===== config.mk =====
export PLATFORM = sky130hd
export DESIGN_NAME = factorial_engine_flat
export DESIGN_NICKNAME = d
export VERILOG_FILES = /design/src/rtl/factorial_engine_if.sv /design/src/rtl/factorial_engine.sv /design/src/flat_wrapper.sv
export SDC_FILE = /design/constraint.sdc
export NUM_CORES = 1
export LEC_CHECK = 0
export ABC_AREA = 1
export BUFFER_PORTS_ARGS = -buffer_cell sky130_fd_sc_hd__buf_2
export CAP_MARGIN = 20
export CORE_UTILIZATION = 40
export CTS_CLUSTER_SIZE = 8
export DETAILED_ROUTE_END_ITERATION = 10
export PLACE_DENSITY = 0.56
export SYNTH_ARGS = -nofsm -noshare
export SYNTH_HDL_FRONTEND = slang
export SYNTH_SLANG_ARGS = --single-unit
export TNS_END_PERCENT = 20

===== constraint.sdc =====
create_clock -name clk -period 3.7 [get_ports clk]
set_input_delay 0 -clock clk [delete_from_list [all_inputs] [get_ports clk]]
set_output_delay 0 -clock clk [all_outputs]
set_load 0.005 [all_outputs]

===== src/rtl/factorial_engine_if.sv =====
// factorial_engine_if
//   Request/result bundle for factorial_engine.
//   n         : signed 28-bit operand, sampled on the accepting edge
//   valid_in  : single-cycle request strobe
//   valid_out : single-cycle result strobe
//   ovrflow   : error flag accompanying the result
//   d_out     : signed 28-bit result, held until the next valid_out
//   master drives the request side, slave (the engine) drives the result side.
interface factorial_engine_if;
  logic signed [27:0] n;
  logic               valid_in;
  logic               valid_out;
  logic               ovrflow;
  logic signed [27:0] d_out;

  modport master (
    output n,
    output valid_in,
    input  valid_out,
    input  ovrflow,
    input  d_out
  );

  modport slave (
    input  n,
    input  valid_in,
    output valid_out,
    output ovrflow,
    output d_out
  );
endinterface


===== src/rtl/factorial_engine.sv =====
// factorial_engine
//   Sequential integer factorial, one multiply per clock.
//   Accepts a signed 28-bit operand on bus.valid_in while idle and returns n!
//   with a one-cycle bus.valid_out pulse. Operands outside 0..11 give
//   bus.ovrflow=1 with bus.d_out=0.
//   Optional build macro FACTORIAL_SAT_EN: operands > 11 return 28'sh7FFFFFF
//   instead of 0 (negative operands still return 0).
// Ports
//   clk : system clock, rising edge
//   rst : asynchronous active-low reset
//   bus : factorial_engine_if.slave (n, valid_in in; valid_out, ovrflow, d_out out)
module factorial_engine (
  input  logic               clk,
  input  logic               rst,
  factorial_engine_if.slave  bus
);

  typedef enum logic {
    IDLE = 1'b0,
    CALC = 1'b1
  } state_t;

  state_t             state_q, state_d;
  logic [27:0]        acc_q, acc_d;
  logic [3:0]         cnt_q, cnt_d;
  logic               err_q, err_d;
  logic               vout_q, vout_d;
  logic               ovf_q, ovf_d;
  logic signed [27:0] dout_q, dout_d;
`ifdef FACTORIAL_SAT_EN
  // Distinguishes a too-large operand (saturate) from a negative one (zero).
  logic               sat_q, sat_d;
`endif

  logic               legal;
  logic [27:0]        prod;

  // Non-negative and magnitude no larger than 11.
  assign legal = ~bus.n[27] && (bus.n[26:0] <= 27'd11);
  assign prod  = acc_q * {24'd0, cnt_q};

  always_comb begin
    state_d = state_q;
    acc_d   = acc_q;
    cnt_d   = cnt_q;
    err_d   = err_q;
    vout_d  = 1'b0;
    ovf_d   = ovf_q;
    dout_d  = dout_q;
`ifdef FACTORIAL_SAT_EN
    sat_d   = sat_q;
`endif
    unique case (state_q)
      IDLE: begin
        if (bus.valid_in) begin
          acc_d   = 28'd1;
          state_d = CALC;
          if (legal) begin
            cnt_d = bus.n[3:0];
            err_d = 1'b0;
          end else begin
            // cnt=1 makes the error path finish on the very next edge.
            cnt_d = 4'd1;
            err_d = 1'b1;
          end
`ifdef FACTORIAL_SAT_EN
          sat_d = ~legal & ~bus.n[27];
`endif
        end
      end
      CALC: begin
        if (cnt_q > 4'd1) begin
          acc_d = prod;
          cnt_d = cnt_q - 4'd1;
        end else begin
          vout_d  = 1'b1;
          ovf_d   = err_q;
          state_d = IDLE;
          if (err_q) begin
`ifdef FACTORIAL_SAT_EN
            dout_d = sat_q ? 28'sh7FFFFFF : '0;
`else
            dout_d = '0;
`endif
          end else begin
            dout_d = signed'(acc_q);
          end
        end
      end
      default: state_d = IDLE;
    endcase
  end

  always_ff @(posedge clk or negedge rst) begin
    if (!rst) begin
      state_q <= IDLE;
      acc_q   <= 28'd1;
      cnt_q   <= '0;
      err_q   <= 1'b0;
      vout_q  <= 1'b0;
      ovf_q   <= 1'b0;
      dout_q  <= '0;
`ifdef FACTORIAL_SAT_EN
      sat_q   <= 1'b0;
`endif
    end else begin
      state_q <= state_d;
      acc_q   <= acc_d;
      cnt_q   <= cnt_d;
      err_q   <= err_d;
      vout_q  <= vout_d;
      ovf_q   <= ovf_d;
      dout_q  <= dout_d;
`ifdef FACTORIAL_SAT_EN
      sat_q   <= sat_d;
`endif
    end
  end

  assign bus.valid_out = vout_q;
  assign bus.ovrflow   = ovf_q;
  assign bus.d_out     = dout_q;

endmodule


===== src/flat_wrapper.sv =====
// flat-port wrapper written by rule: the top's interface ports become plain ports
module factorial_engine_flat 
  (clk, rst, bus_n, bus_valid_in, bus_valid_out, bus_ovrflow, bus_d_out);
  factorial_engine_if bus_i ();
  input  logic clk;
  input  logic rst;
  input wire logic [$bits(bus_i.n)-1:0] bus_n;
  input wire logic [$bits(bus_i.valid_in)-1:0] bus_valid_in;
  output wire logic [$bits(bus_i.valid_out)-1:0] bus_valid_out;
  output wire logic [$bits(bus_i.ovrflow)-1:0] bus_ovrflow;
  output wire logic [$bits(bus_i.d_out)-1:0] bus_d_out;
  assign bus_i.n = bus_n;
  assign bus_i.valid_in = bus_valid_in;
  assign bus_valid_out = bus_i.valid_out;
  assign bus_ovrflow = bus_i.ovrflow;
  assign bus_d_out = bus_i.d_out;
  factorial_engine u_core (.clk(clk), .rst(rst), .bus(bus_i));
endmodule

==> flow_metrics.env, run 1 <==
export IMPL_status="complete, no violations"
export IMPL_p_leak_nw=4.56
export IMPL_synth_commonest_cells="302 x nand2_1, 252 x inv_1, 63 x dfrtp_1"
export IMPL_gr_max_usage_layer="met2"
export IMPL_hold_viol=0
export IMPL_cp_max_fo=13
export IMPL_yosysWarningCount=0
export IMPL_yosys_top_cells_area="dfrtp_1 25%, nand2_1 18%, fa_1 15%"
export IMPL_post_route_period_util_pct=92.4
export IMPL_totalWireLength_mm=16.6
export IMPL_comb_power_share_pct=54.2
export IMPL_core_area_sq_um=15300
export IMPL_viasPerCell=4.65
export IMPL_postSynthNetCount=1038
export IMPL_fin_nets=1105
export IMPL_grt_pass1_vias=5648
export IMPL_ios=61
export IMPL_grt_use_met2_pct=36.3
export IMPL_synth_edff_count=0
export IMPL_hp_class="in -> reg"
export IMPL_post_cts_buffers=0
export IMPL_critPathLaunchType="flip-flop"
export IMPL_place_ws_ns=0.273
export IMPL_row_count=45
export IMPL_vias=5629
export IMPL_cp_end_kind="flip-flop"
export IMPL_fmax_mhz=292
export IMPL_setup_ws_ns=0.281
export IMPL_critPathKind="reg -> reg"
export IMPL_clkPwrFrac_pct=21.0
export IMPL_grt_use_met3_pct=2.30
export IMPL_synthCells=928
export IMPL_cts_root_buf="clkbuf_16"
export IMPL_setup_violations=0
export IMPL_clock_latency_ns=0.35
export IMPL_cts_num_sinks=64
export IMPL_drive_above_1_share_pct=11.8
export IMPL_cp_arrival_ns=3.65
export IMPL_r2r_slack_ns=0.28
export IMPL_grt_max_degree=34
export IMPL_drv_cap=0
export IMPL_seq_area_frac_synth_pct=25.3
export IMPL_p_seq_share_pct=24.8
export IMPL_die_w_um=128
export IMPL_dieArea_sq_um=16300
export IMPL_antenna_found_initial=0
export IMPL_synth_most_common_cell="nand2_1"
export IMPL_grtUsageTotal_pct=22.5
export IMPL_syn_to_final_growth_pct=14.6
export IMPL_first_pass_iters=4
export IMPL_portBuffers=60
export IMPL_intPower_w=0.00217
export IMPL_ir_drop_v=0.000305
export IMPL_overflow=0
export IMPL_numCtsBuffers=9
export IMPL_post_route_min_period_ns=3.42
export IMPL_synth_top_area_share_pct=24.9
export IMPL_swShare_pct=49.5
export IMPL_relSlewSlack_pct=49.6
export IMPL_avgSynthCellArea_sq_um=6.83
export IMPL_htreeDepth=3
export IMPL_route_detailed_drc=0
export IMPL_yosys_register_bits=64
export IMPL_synth_distinct_cells=42
export IMPL_gp_congestion=0.862
export IMPL_gr_usage_met1_pct=31.5
export IMPL_place_hpwl_mm=13.0
export IMPL_grt_first_pass_wirelength_mm=28.2
export IMPL_wl_per_cell_um=13.7
export IMPL_worstPathRequired_ns=3.93
export IMPL_cts_tree="built"
export IMPL_grt_setup_unrepaired="false"
export IMPL_clk_pin_slew_ns=0.06
export IMPL_clock_path_buffers=2
export IMPL_chipHeight_um=128
export IMPL_p_total_w=0.00429
export IMPL_p_per_area_nw_per_um2=592
export IMPL_ys_flop_type="dfrtp_1"
export IMPL_skew_ns=0.00797
export IMPL_final_antenna_net_count=0
export IMPL_ys_async_sr_fraction_pct=100
export IMPL_diodes=0
export IMPL_worst_slew_pin_transition_ns=0.756
export IMPL_setup_tns_final_ns=0
export IMPL_p_switching_w=0.00213
export IMPL_synth_area_leader_cell="dfrtp_1"
export IMPL_syn_cell_area_sq_um=6330
export IMPL_start_util_pct=41.4
export IMPL_drv_slew=0
export IMPL_drt_iter0_markers=386
area by class of cell:
class,count,area [sq um]
fill,1644,8060
multi-input combinational,587,3660
sequential,64,1600
inverter,256,961
timing repair buffer,77,465
tap,211,264
clock buffer,10,239
clock inverter,6,67.6
routing by layer:
| layer | share of wire (%) | routed length (um) |
|---|---|---|
| met1 | 49 | 8170 |
| met2 | 44 | 7360 |
| met3 | 4.6 | 771 |
| met4 | 1.7 | 280 |
| met5 | 0 | 0 |
sequential cells by signal (all words and copies together), names as in the netlist:
| signal | cells |
|---|---|
| u_core.bus.valid_out | 1 |
| u_core.cnt_q | 4 |
| u_core.acc_q | 28 |
| u_core.bus.ovrflow | 1 |
| u_core.state_q | 1 |
| u_core.bus.d_out | 28 |
| u_core.err_q | 1 |
logic make-up after synthesis:
logic type | after synthesis | share of synthesized area (%)
AO/OA/AOI/OAI | 105 | 10.2
XOR/XNOR | 1 | 0.138
adder cells (fa/ha/maj) | 79 | 21.4
buffers and inverters | 277 | 17.0
flip-flops | 64 | 25.3
AND/OR/NAND/NOR | 402 | 26.0
layout by cell type, fill, tap and decap left out, drive strengths merged, types with 4 or more instances in the layout:
cell type | netlist | final
a21oi | 32 | 32
a22o | 13 | 13
buf | 17 | 72
clkbuf | 4 | 10
dfrtp | 63 | 63
dlygate4sd3 | 0 | 5
fa | 49 | 49
ha | 30 | 30
inv | 256 | 257
nand2 | 304 | 304
nand3 | 35 | 35
nand4 | 5 | 5
nor2 | 41 | 41
nor3 | 5 | 5
nor4 | 4 | 4
o21ai | 48 | 48
o22ai | 4 | 4
or2 | 4 | 4
worst paths after layout:
kind	start	end	cells past startpoint
worst max-delay path	u_core.cnt_q[2]$_DFFE_PN0P_	u_core.acc_q[27]$_DFFE_PN0P_	17
worst min-delay path	bus_n[3]	u_core.cnt_q[3]$_DFFE_PN0P_	4
worst max register to register	u_core.cnt_q[2]$_DFFE_PN0P_	u_core.acc_q[27]$_DFFE_PN0P_	17
worst min register to register	u_core.bus.d_out[3]$_DFFE_PN0P_	u_core.bus.d_out[3]$_DFFE_PN0P_	2
max in group asynchronous	rst	u_core.cnt_q[1]$_DFFE_PN0P_	3
min in group asynchronous	rst	u_core.bus.d_out[2]$_DFFE_PN0P_	2
critical path, cell delays in order, from the launching register on:
cell and delay, ns:
dfrtp_1 0.37, buf_4 0.19, buf_4 0.18, nand2_1 0.07, inv_1 0.05, fa_1 0.50
inv_1 0.06, fa_1 0.53, inv_1 0.04, ha_1 0.38, a21oi_1 0.25, nor2_1 0.06
nor2_1 0.09, nand2_1 0.07, a21oi_1 0.21, nand3_1 0.10, nand3_1 0.09, nand2_1 0.06
power by group through the flow:
stage / registers (W) / logic, W / clock network (W)
3_5_place_dp: 0.00107 / 0.00233 / 0
5_1_grt: 0.00109 / 0.00271 / 0.000946
6_report: 0.00107 / 0.00233 / 0.000902
3_3_place_gp: 0.00107 / 0.00232 / 0
4_1_cts: 0.00106 / 0.00235 / 0.000916
2_1_floorplan: 0.000967 / 0.00172 / 0
per-stage QoR:
step	hold slack [ns]	cell area [sq um]	instances	utilization (%)
after floorplan	-0.296	6330	928	-
after global placement	0.110	6900	1190	45.1
after detailed placement	0.112	6900	1190	45.1
after CTS	0.00753	7260	1211	47.4
after global routing	0.0472	7260	1211	47.4
final	0.00900	7260	1211	47.4
what timing repair did:
action,in CTS,in global routing
gates resized for setup,0,1
hold buffers,5,0
endpoints found under the hold margin,35,0
endpoints found under the setup margin,0,4
No activity file was read; power rests on OpenSTA's default activity.
==> run 2: changes to the inputs <==
--- a/config.mk
+++ b/config.mk
@@ -11,7 +11,7 @@
 export CORE_UTILIZATION = 40
 export CTS_CLUSTER_SIZE = 8
 export DETAILED_ROUTE_END_ITERATION = 10
-export PLACE_DENSITY = 0.56
+export PLACE_DENSITY_LB_ADDON = 0.08
 export SYNTH_ARGS = -nofsm -noshare
 export SYNTH_HDL_FRONTEND = slang
 export SYNTH_SLANG_ARGS = --single-unit
==> constraint.sdc (replaced) <==
create_clock -name clk -period 2.8 [get_ports clk]
set_input_delay 0 -clock clk [delete_from_list [all_inputs] [get_ports clk]]
set_output_delay 0 -clock clk [all_outputs]
set_load 0.005 [all_outputs]
==> flow_metrics.env, run 2 (synthesized netlist as in run 1, its figures left out) <==
export IMPL_critPathLaunchType="flip-flop"
export IMPL_nFillCells=1478
export IMPL_worstReg2RegEnd="u_core.acc_q[26]$_DFFE_PN0P_"
export IMPL_worstReg2RegStart="u_core.cnt_q[3]$_DFFE_PN0P_"
export IMPL_clock_path_buffers=2
export IMPL_violations="negative setup slack"
export IMPL_p_switching_w=0.00354
export IMPL_htreeDepth=3
export IMPL_clk_pin_slew_ns=0.06
export IMPL_final_cell_mix="236 x nand2_1, 216 x inv_1, 100 x buf_4, 61 x dfrtp_1, 59 x buf_2"
export IMPL_worstPathRequired_ns=3.04
export IMPL_grt_pass1_vias=6202
export IMPL_setup_violations=23
export IMPL_cp_endpoint="u_core.acc_q[26]$_DFFE_PN0P_"
export IMPL_drv_cap=0
export IMPL_final_antenna_net_count=0
export IMPL_stdcell_area_sq_um=8910
export IMPL_place_hpwl_mm=13.8
export IMPL_cp_end_kind="flip-flop"
export IMPL_comb_power_share_pct=65.1
export IMPL_clkPwrFrac_pct=17.1
export IMPL_totalWireLength_mm=18.9
export IMPL_drv_slew=0
export IMPL_fmax_mhz=307
export IMPL_intPower_w=0.00399
export IMPL_p_total_w=0.00753
export IMPL_cts_num_sinks=64
export IMPL_diodes=0
export IMPL_row_count=45
export IMPL_layout_commonest_cell="nand2_1"
export IMPL_setup_ws_ns=-0.452
export IMPL_cts_root_buf="clkbuf_16"
export IMPL_route_detailed_drc=0
export IMPL_viasPerCell=4.69
export IMPL_grt_setup_unrepaired="true"
export IMPL_swShare_pct=47.0
export IMPL_p_seq_share_pct=17.8
export IMPL_worst_slew_pin_transition_ns=0.901
export IMPL_first_pass_iters=5
export IMPL_placed_cell_area_sq_um=7850
export IMPL_post_route_period_util_pct=116
export IMPL_wl_per_cell_um=14.5
export IMPL_crit_chain="buf_6 > buf_6 > nand2_4 > inv_2 > fa_1 > inv_1 > fa_1 > inv_2 > ha_4 > nand2_4 > inv_1 > nand2_2 > nand2_4 > a21oi_4 > nand2_4 > nand2_4 > nand3_1 > nand3_1 > nand2_1"
export IMPL_fin_nets=1203
export IMPL_hold_viol=0
export IMPL_cp_arrival_ns=3.49
export IMPL_status="finished, violations left"
export IMPL_crit_slowest_cell="fa_1"
export IMPL_p_per_area_nw_per_um2=845
export IMPL_grt_max_degree=65
export IMPL_hp_class="in -> reg"
export IMPL_drt_iter0_markers=304
export IMPL_cts_tree="built"
export IMPL_cp_common_cell="nand2_4"
export IMPL_post_route_min_period_ns=3.25
export IMPL_dieArea_sq_um=16300
export IMPL_antenna_found_initial=0
export IMPL_r2r_slack_ns=-0.45
export IMPL_die_w_um=128
export IMPL_critPathKind="reg -> reg"
export IMPL_slowest_delay_ns=0.52
export IMPL_cp_max_fo=6
export IMPL_grt_first_pass_wirelength_mm=30.9
export IMPL_ir_drop_v=0.000473
export IMPL_syn_to_final_growth_pct=40.6
export IMPL_numCtsBuffers=9
export IMPL_portBuffers=60
export IMPL_reg2reg_depth=19
export IMPL_chipHeight_um=128
export IMPL_ios=61
export IMPL_vias=6138
export IMPL_overflow=0
export IMPL_clock_latency_ns=0.35
export IMPL_p_leak_nw=5.20
export IMPL_grtUsageTotal_pct=24.7
export IMPL_relSlewSlack_pct=39.9
export IMPL_gp_congestion=0.861
export IMPL_start_util_pct=41.4
export IMPL_core_area_sq_um=15300
export IMPL_drive_above_1_share_pct=35.5
export IMPL_skew_ns=0.00684
export IMPL_crit_path_start="u_core.cnt_q[3]$_DFFE_PN0P_"
==> run 2: changes by cell type in the layout (fill, tap and decap cells not counted), sizes merged <==
| cell | change |
|---|---|
| clkinv | -1 |
| inv | +1 |
| buf | +98 |
| bufinv | +1 |
| clkinvlp | -1 |
==> run 2: metal layers <==
metal	track usage [%]	share of wire, %	routed length, um	vias up
li1	-	-	-	3089
met5	0	0	0	-
met3	2.38	2.9	549	19
met4	7.06	1.5	278	0
met2	41.4	46	8800	118
met1	34.1	49	9300	2912
==> run 2: power groups by stage <==
stage / clock, W / sequential, W / combinational (W)
6_report: 0.00129 / 0.00134 / 0.00490
4_1_cts: 0.00131 / 0.00132 / 0.00459
3_3_place_gp: 0 / 0.00132 / 0.00422
3_5_place_dp: 0 / 0.00132 / 0.00426
2_1_floorplan: 0 / 0.00128 / 0.00278
5_1_grt: 0.00134 / 0.00136 / 0.00542
==> run 2: metrics by stage <==
stage | hold WS, ns | setup WS (ns) | util, % | setup TNS (ns) | cells
after floorplan | -0.296 | -0.136 | - | -1.52 | 928
after global placement | 0.192 | -0.434 | 51.2 | -6.43 | 1275
after detailed placement | 0.194 | -0.486 | 51.2 | -7.56 | 1275
after CTS | 0.0221 | -0.369 | 55.8 | -6.06 | 1302
after global routing | 0.0809 | -0.581 | 58.2 | -10.61 | 1309
final | 0.0401 | -0.452 | 58.2 | -7.20 | 1309
==> run 2: what timing repair did <==
| action | in CTS | in global routing |
|---|---|---|
| hold buffers | 5 | 0 |
| resized for setup | 91 | 91 |
| setup buffers | 4 | 6 |
| endpoints found under the hold margin | 67 | 0 |
| gates cloned | 2 | 1 |
| pin swaps | 23 | 48 |
| endpoints found under the setup margin | 23 | 23 |
==> run 2: worst min path at each step <==
stage             start                      endpoint  slack [ns]  depth (start not counted)
2_1_floorplan       rst  u_core.acc_q[10]$_DFFE_PN0P_       -0.30                          0
5_1_grt        bus_n[3]   u_core.cnt_q[3]$_DFFE_PN0P_        0.08                          4
6_report       bus_n[3]   u_core.cnt_q[3]$_DFFE_PN0P_        0.04                          4
3_5_place_dp        rst  u_core.acc_q[10]$_DFFE_PN0P_        0.19                          1
3_3_place_gp        rst  u_core.acc_q[10]$_DFFE_PN0P_        0.19                          1
4_1_cts        bus_n[3]   u_core.cnt_q[3]$_DFFE_PN0P_        0.02                          4
==> run 2: layout make-up <==
cell class | instances | area, sq um | area share (%)
multi-input combinational | 587 | 4510 | 50.6
sequential | 64 | 1610 | 18.0
timing repair buffer | 175 | 1240 | 13.9
inverter | 256 | 961 | 10.8
tap | 211 | 264 | 2.96
clock buffer | 10 | 239 | 2.68
clock inverter | 6 | 90.1 | 1.01
==> run 2: critical path: cells and delay by family (launching register included) <==
kind	cells	cell delay (ns)
DFF	1	0.48
and+or+nand+nor	9	0.69
AOI/OAI and AO/OA	1	0.15
buffers and inverters	6	0.48
adders and majority gates	3	1.31
==> run 3: changes to the inputs <==
--- a/config.mk
+++ b/config.mk
@@ -12,6 +12,7 @@
 export CTS_CLUSTER_SIZE = 8
 export DETAILED_ROUTE_END_ITERATION = 10
 export PLACE_DENSITY_LB_ADDON = 0.08
+export REMOVE_ABC_BUFFERS = 1
 export SYNTH_ARGS = -nofsm -noshare
 export SYNTH_HDL_FRONTEND = slang
 export SYNTH_SLANG_ARGS = --single-unit
==> flow_metrics.env, run 3 (synthesized netlist as in run 1, its figures left out) <==
export IMPL_status="finished, violations left"
export IMPL_violations="negative setup slack"
export IMPL_placed_cell_area_sq_um=7500
export IMPL_grtUsageTotal_pct=24.0
export IMPL_syn_to_final_growth_pct=37.0
export IMPL_placedCellCount=1264
export IMPL_crit_chain="buf_12 > nand2_4 > inv_2 > fa_1 > inv_2 > fa_1 > inv_2 > ha_4 > buf_6 > nand2_4 > inv_1 > a21oi_2 > nand2_4 > nand2_2 > nand2_2 > nand2_2 > nand3_1 > nand3_1 > nand2_1"
export IMPL_drv_slew=0
export IMPL_layout_commonest_cell="nand2_1"
export IMPL_skew_ns=0.00896
export IMPL_row_count=45
export IMPL_cts_tree="built"
export IMPL_hp_class="in -> reg"
export IMPL_path_delay_family="adder cells"
export IMPL_core_area_sq_um=15300
export IMPL_post_route_period_util_pct=114
export IMPL_post_route_min_period_ns=3.20
export IMPL_cp_end_kind="flip-flop"
export IMPL_grt_first_pass_wirelength_mm=30.3
export IMPL_cts_num_sinks=64
export IMPL_cp_arrival_ns=3.43
export IMPL_first_pass_iters=5
export IMPL_finalNonFillerCells=1298
export IMPL_totalWireLength_mm=18.0
export IMPL_critPathLaunchType="flip-flop"
export IMPL_critPathKind="reg -> reg"
export IMPL_fmax_mhz=312
export IMPL_fin_nets=1193
export IMPL_drv_cap=0
export IMPL_wl_per_cell_um=13.8
export IMPL_place_ws_ns=-0.623
export IMPL_ir_drop_v=0.000546
export IMPL_clk_pin_slew_ns=0.05
export IMPL_drive_above_1_share_pct=32.7
export IMPL_vias=6013
export IMPL_stdcell_area_sq_um=8680
export IMPL_clock_path_buffers=2
export IMPL_route_detailed_drc=0
export IMPL_hold_viol=0
export IMPL_crit_slowest_cell="fa_1"
export IMPL_setup_tns_final_ns=-7.23
export IMPL_p_leak_nw=5.11
export IMPL_viasPerCell=4.63
export IMPL_portBuffers=60
export IMPL_chipHeight_um=128
export IMPL_worst_slew_pin_transition_ns=0.885
export IMPL_slowest_delay_ns=0.54
export IMPL_grt_max_degree=65
export IMPL_path_buf_inv=6
export IMPL_die_w_um=128
export IMPL_cts_root_buf="clkbuf_16"
export IMPL_ios=61
export IMPL_cp_max_fo=7
export IMPL_clock_latency_ns=0.35
export IMPL_final_cell_mix="249 x nand2_1, 218 x inv_1, 89 x buf_4, 61 x dfrtp_1, 59 x buf_2"
export IMPL_grt_setup_unrepaired="true"
export IMPL_relSlewSlack_pct=41.0
export IMPL_worstPathRequired_ns=3.03
export IMPL_final_antenna_net_count=0
export IMPL_drt_iter0_markers=251
export IMPL_start_util_pct=41.4
export IMPL_diodes=0
export IMPL_overflow=0
export IMPL_setup_ws_ns=-0.403
export IMPL_setup_violations=23
export IMPL_dieArea_sq_um=16300
export IMPL_antenna_found_initial=0
export IMPL_grt_pass1_vias=5968
export IMPL_p_per_area_nw_per_um2=852
export IMPL_p_total_w=0.00740
export IMPL_htreeDepth=3
export IMPL_gp_congestion=0.838
export IMPL_place_hpwl_mm=13.0
export IMPL_numCtsBuffers=9
==> run 3: path summary, 6_finish.rpt <==
kind / slack (ns) / to / from / cells past startpoint
max: -0.40 / u_core.acc_q[26]$_DFFE_PN0P_ / u_core.cnt_q[1]$_DFFE_PN0P_ / 19
max in group asynchronous: 1.84 / u_core.cnt_q[1]$_DFFE_PN0P_ / rst / 2
min: 0.04 / u_core.cnt_q[3]$_DFFE_PN0P_ / bus_n[3] / 4
min in group asynchronous: 0.32 / u_core.acc_q[10]$_DFFE_PN0P_ / rst / 2
max reg2reg: -0.40 / u_core.acc_q[26]$_DFFE_PN0P_ / u_core.cnt_q[1]$_DFFE_PN0P_ / 19
min reg2reg: 0.47 / u_core.bus.d_out[10]$_DFFE_PN0P_ / u_core.bus.d_out[10]$_DFFE_PN0P_ / 2
==> run 3: stage by stage <==
stage | util (%) | hold slack, ns
2_1_floorplan | - | -0.296
3_3_place_gp | 48.9 | 0.189
3_5_place_dp | 48.9 | 0.184
4_1_cts | 55.4 | 0.0412
5_1_grt | 56.7 | 0.0856
6_report | 56.7 | 0.0365
==> run 3: power breakdown <==
part	internal (W)	leakage, nW	switching (W)
clock	0.000754	0.154	0.000440
combinational	0.00209	4.10	0.00277
sequential	0.00112	0.851	0.000222
total	0.00397	5.11	0.00343
==> run 3: worst reg2reg max path, delay by kind of cell, from the launching register on <==
kind	cells	cell delay, ns
compound gates	1	0.20
flops	1	0.45
buf+inv	6	0.50
fa+ha+maj	3	1.29
simple gates	9	0.68
==> run 3: cell type report <==
class / instances / area, sq um
Clock buffer: 12 / 267
Clock inverter: 3 / 40.0
Fill cell: 1539 / 6630
Inverter: 256 / 963
Multi-Input combinational cell: 587 / 4320
Sequential cell: 64 / 1610
Tap cell: 211 / 264
Timing Repair Buffer: 165 / 1220
==> run 3: routing by layer <==
layer / routed length [um] / track usage (%) / part of all wire (%)
met4: 160 / 5.33 / 0.89
met2: 8540 / 40.3 / 48
met5: 0 / 0 / 0
met1: 8610 / 32.7 / 48
met3: 665 / 3.80 / 3.7
==> run 3: timing repair <==
item                                    4_1_cts  5_1_grt
buffers inserted                              8        6
hold buffers                                  5        0
endpoints found under the setup margin       23       23
gates cloned                                  2        0
gates resized for setup                     130       68
endpoints found under the hold margin        67        0
pin swaps                                    43       50
